**config.mk**
```make
export PLATFORM = sky130hd
export DESIGN_NAME = pipe_reg
export DESIGN_NICKNAME = d
export VERILOG_FILES = /design/src/rtl/pipe_reg.sv
export SDC_FILE = /design/constraint.sdc
export NUM_CORES = 1
export LEC_CHECK = 0
export ABC_AREA = 1
export CORE_ASPECT_RATIO = 1.1
export CORE_MARGIN = 5
export CORE_UTILIZATION = 53
export CTS_CLUSTER_DIAMETER = 50
export DETAILED_ROUTE_END_ITERATION = 7
export PLACE_DENSITY = 0.92
export SLEW_MARGIN = 20
export SYNTH_ARGS = -nofsm -noshare
export SYNTH_HDL_FRONTEND = slang
export SYNTH_SLANG_ARGS = --single-unit
```
**constraint.sdc**
```tcl
create_clock -name clk -period 4.28 [get_ports clk]
set_input_delay 1.284 -clock clk [delete_from_list [all_inputs] [get_ports clk]]
set_output_delay 1.284 -clock clk [all_outputs]
set_load 0.02 [all_outputs]
```
**src/rtl/pipe_reg.sv**
```systemverilog
// pipe_reg: two-entry elastic pipeline stage built from a main register and a skid register.
// in_ready, out_valid and count all come straight from flops, so there is no
// combinational path from out_ready back to in_ready.
module pipe_reg #(
    parameter int               WIDTH     = 32,
    parameter logic [WIDTH-1:0] RESET_VAL = '0
) (
    input  logic             clk,
    input  logic             reset,
    input  logic             flush,
    input  logic             in_valid,
    input  logic [WIDTH-1:0] in_data,
    output logic             in_ready,
    output logic             out_valid,
    output logic [WIDTH-1:0] out_data,
    input  logic             out_ready,
    output logic [1:0]       count
);

    typedef enum logic [1:0] {
        S_EMPTY = 2'd0,
        S_ONE   = 2'd1,
        S_FULL  = 2'd2
    } state_t;

    state_t           r_state;
    logic [WIDTH-1:0] r_main;
    logic [WIDTH-1:0] r_skid;
    logic             r_in_ready;
    logic             r_out_valid;
    logic [1:0]       r_count;

    logic             w_in_xfer;
    logic             w_out_xfer;

    // Handshakes use the registered flags only.
    assign w_in_xfer  = in_valid & r_in_ready;
    assign w_out_xfer = r_out_valid & out_ready;

    // State, payload registers and status outputs, all updated together so they never disagree.
    always_ff @(posedge clk) begin
        if (!reset) begin
            r_state     <= S_EMPTY;
            r_main      <= RESET_VAL;
            r_skid      <= RESET_VAL;
            r_count     <= 2'd0;
            r_in_ready  <= 1'b1;
            r_out_valid <= 1'b0;
        end else if (flush) begin
            // Drop all held entries; payload registers are left as they are.
            r_state     <= S_EMPTY;
            r_count     <= 2'd0;
            r_in_ready  <= 1'b1;
            r_out_valid <= 1'b0;
        end else begin
            case (r_state)
                S_EMPTY: begin
                    if (w_in_xfer) begin
                        r_main      <= in_data;
                        r_state     <= S_ONE;
                        r_count     <= 2'd1;
                        r_in_ready  <= 1'b1;
                        r_out_valid <= 1'b1;
                    end
                end
                S_ONE: begin
                    if (w_in_xfer && w_out_xfer) begin
                        // Pass-through: new item replaces the one leaving.
                        r_main <= in_data;
                    end else if (w_in_xfer) begin
                        // Downstream stalled: park the new item in the skid register.
                        r_skid      <= in_data;
                        r_state     <= S_FULL;
                        r_count     <= 2'd2;
                        r_in_ready  <= 1'b0;
                        r_out_valid <= 1'b1;
                    end else if (w_out_xfer) begin
                        r_state     <= S_EMPTY;
                        r_count     <= 2'd0;
                        r_in_ready  <= 1'b1;
                        r_out_valid <= 1'b0;
                    end
                end
                S_FULL: begin
                    // No input can arrive here because in_ready is low.
                    if (w_out_xfer) begin
                        r_main      <= r_skid;
                        r_state     <= S_ONE;
                        r_count     <= 2'd1;
                        r_in_ready  <= 1'b1;
                        r_out_valid <= 1'b1;
                    end
                end
                default: begin
                    r_state     <= S_EMPTY;
                    r_count     <= 2'd0;
                    r_in_ready  <= 1'b1;
                    r_out_valid <= 1'b0;
                end
            endcase
        end
    end

    assign in_ready  = r_in_ready;
    assign out_valid = r_out_valid;
    assign out_data  = r_main;
    assign count     = r_count;

endmodule

```
==> results.ini <==
[status]
status=completed

[sta]
tightest_slew_ns=0.986
finalSetupTns_ns=0
period_share_pct=70.7
setup_viol=0
fmax_mhz=331
skew_ns=0.00797
report.final.hold_viol_count=0
period_needed_ns=3.03
slew_viol_final=0
relSlewSlack_pct=34.3
rsz0062_at_grt=false

[clock_network]
htreeDepth=3
cts-resized-gates=0
numCtsBuffers=9
clk_pin_slew_ns=0.07
clock_path_buffers=2
clock-root-buffer=clkbuf_8
cts_sinks=68
clkLatencyLatePin_ns=0.35
cts_tree=done
postCtsSetupBuffers=0
hold_buffers=0

[power]
power_density_nw_per_um2=387
switchingPower_uw=405
leakage_uw=0.00164
total_power_uw=1540
comb_power_share_pct=17.1
clkPwrFrac_pct=38.0
ir_worst_vdd_mv=0.268
seq_power_share_pct=44.8
sw_frac_of_total_pct=26.3
p_int_uw=1130

[logic_synthesis]
syn_area_per_cell_um2=7.54
synth_area_leader_cell=dfxtp_1
ys_types=23
synth_cells=403
syn_area_um2=3040
yosys_warnings=0
synth_nets=445
ys_ff_latch=68
synthDominantCellAreaShare_pct=44.8
seq_area_frac_synth_pct=44.8
synth.area.top_cells=dfxtp_1 (45%), nor2_1 (16%), mux2i_1 (11%)

[routing]
detail-route-antenna-nets=0
vias_per_cell=5.18
drt_drc_violations_left=0
vias=2827
drtIter0Drc=221
routedWlPerCell_um=13.4
routed_wl_um=7300
drt_first_pass_iters=4

[setup_path]
required_ns=4.53
cp.arrival_ns=3.27
path_max_fanout=19
crit_top_cell=nand2_1
path_cells=clkdlybuf4s50_1 -> nand2_2 -> nand2_1 -> inv_1 -> nor2_2 -> buf_4 -> nand3_1 -> nand2_1 -> nor2_1
setup.worst_path.class=primary input to register
critPathCaptureType=register
r2r_slack_ns=2.01
path_delay_family=simple AND/OR/NAND/NOR gates
start_kind=primary input
path_buf_inv=3
critical_path.slowest_cell=nor2_2
crit_path_max_incr_delay_ns=0.59

[global_route]
grt_start_max_net_pins=66
grtUsageTotal_pct=21.4
grt_pass1_vias=2775
gr-total-overflow=0
grt_pass1_wl_um=12100
antenna_found_initial=0

[floorplan]
ioPinCount=73
core_um2=5660
dieArea_um2=7350
die_w_um=82.2
floorplan.initialDensity_pct=53.7
row_count=29
chipHeight_um=89.4

[placement]
placed_area_um2=3760
gp_congestion=0.840
dp_hpwl_um=4860
numPortBuffers=72

[finish]
fin_util_pct=70.2
final_cell_mix=nor2_1 (133), clkdlybuf4s50_1 (71), dfxtp_1 (68)
nNetsFinal=506
stdcell_area_um2=3980
diodes=0
drive_above_1_share_pct=6.18
area_growth_pct=30.8
final_common_cell=nor2_1

[hold_path]
worstHoldPathType=register to register

[job]
cap_violations=0

[worst reg2reg max path: stages (launching register included)]
cell     delay [ns]
dfxtp_1        0.36
inv_1          0.10
ha_1           0.33
nand3_2        0.17
nor3_4         0.50
inv_2          0.42
nor2_1         0.23
nor2_1         0.07
[layout make-up]
| class | instances | area [µm²] |
|---|---|---|
| repair buffers | 76 | 746 |
| fillers | 464 | 1690 |
| flip-flops and latches | 68 | 1360 |
| well taps | 77 | 96.3 |
| inverters | 12 | 45.0 |
| multi-input cells | 297 | 1510 |
| clock buffers | 12 | 145 |
| clock inverters | 4 | 72.6 |
[synthesized netlist by cell type, drive strengths merged]
master and number:
a21oi 5, buf 19, clkbuf 7, dfxtp 68, ha 5, inv 12
mux2i 32, nand2 45, nand3 38, nand4 1, nor2 135, nor3 1
o211ai 1, o21ai 34
[kinds of logic (layout without fill, tap and decap cells)]
kind of cell	after synthesis	in the layout	share of synthesized area [%]
and+or+nand+nor	220	220	29.8
buffers and inverters	38	104	5.60
muxes	32	32	10.5
adders and majority gates	5	5	2.06
AOI/OAI and AO/OA	40	40	7.17
DFF	68	68	44.8
[per-stage QoR]
step / std cells / setup slack, ns / hold WS [ns]
3_3_place_gp: 530 / 0.999 / 0.462
3_5_place_dp: 530 / 0.903 / 0.472
2_1_floorplan: 403 / 2.05 / 0.475
5_1_grt: 546 / 1.06 / 0.503
6_report: 546 / 1.25 / 0.483
4_1_cts: 546 / 1.27 / 0.487
[power groups by stage]
stage                     Sequential (µW)  Clock [µW]  Combinational [µW]
final                                 690         585                 264
after global routing                  694         625                 289
after CTS                             690         589                 265
after detailed placement              704           0                 264
after global placement                703           0                 257
after floorplan                       738           0                 112
[sequential cells by signal (all words and copies together), names as in the netlist]
register,cells
r_skid,32
count,2
in_ready,1
out_valid,1
out_data,32
[worst paths after layout]
| check | start | endpoint | cells after the start |
|---|---|---|---|
| worst max-delay path | in_valid | out_data[29] | 9 |
| worst min-delay path | out_data[12] | out_data[12] | 2 |
| worst max register to register | count[1] | r_skid[19] | 7 |
| worst min register to register | out_data[12] | out_data[12] | 2 |
[metal layers]
| layer | wire length (µm) | global-route usage (%) | share of wire, % | up-vias |
|---|---|---|---|---|
| met5 | 0 | 0 | 0 | - |
| met4 | 149 | 11.3 | 2.0 | 0 |
| met3 | 476 | 6.15 | 6.5 | 14 |
| met2 | 3560 | 35.2 | 49 | 94 |
| met1 | 3120 | 25.0 | 43 | 1294 |
| li1 | - | - | - | 1425 |
(Power assumes the default switching activity.)
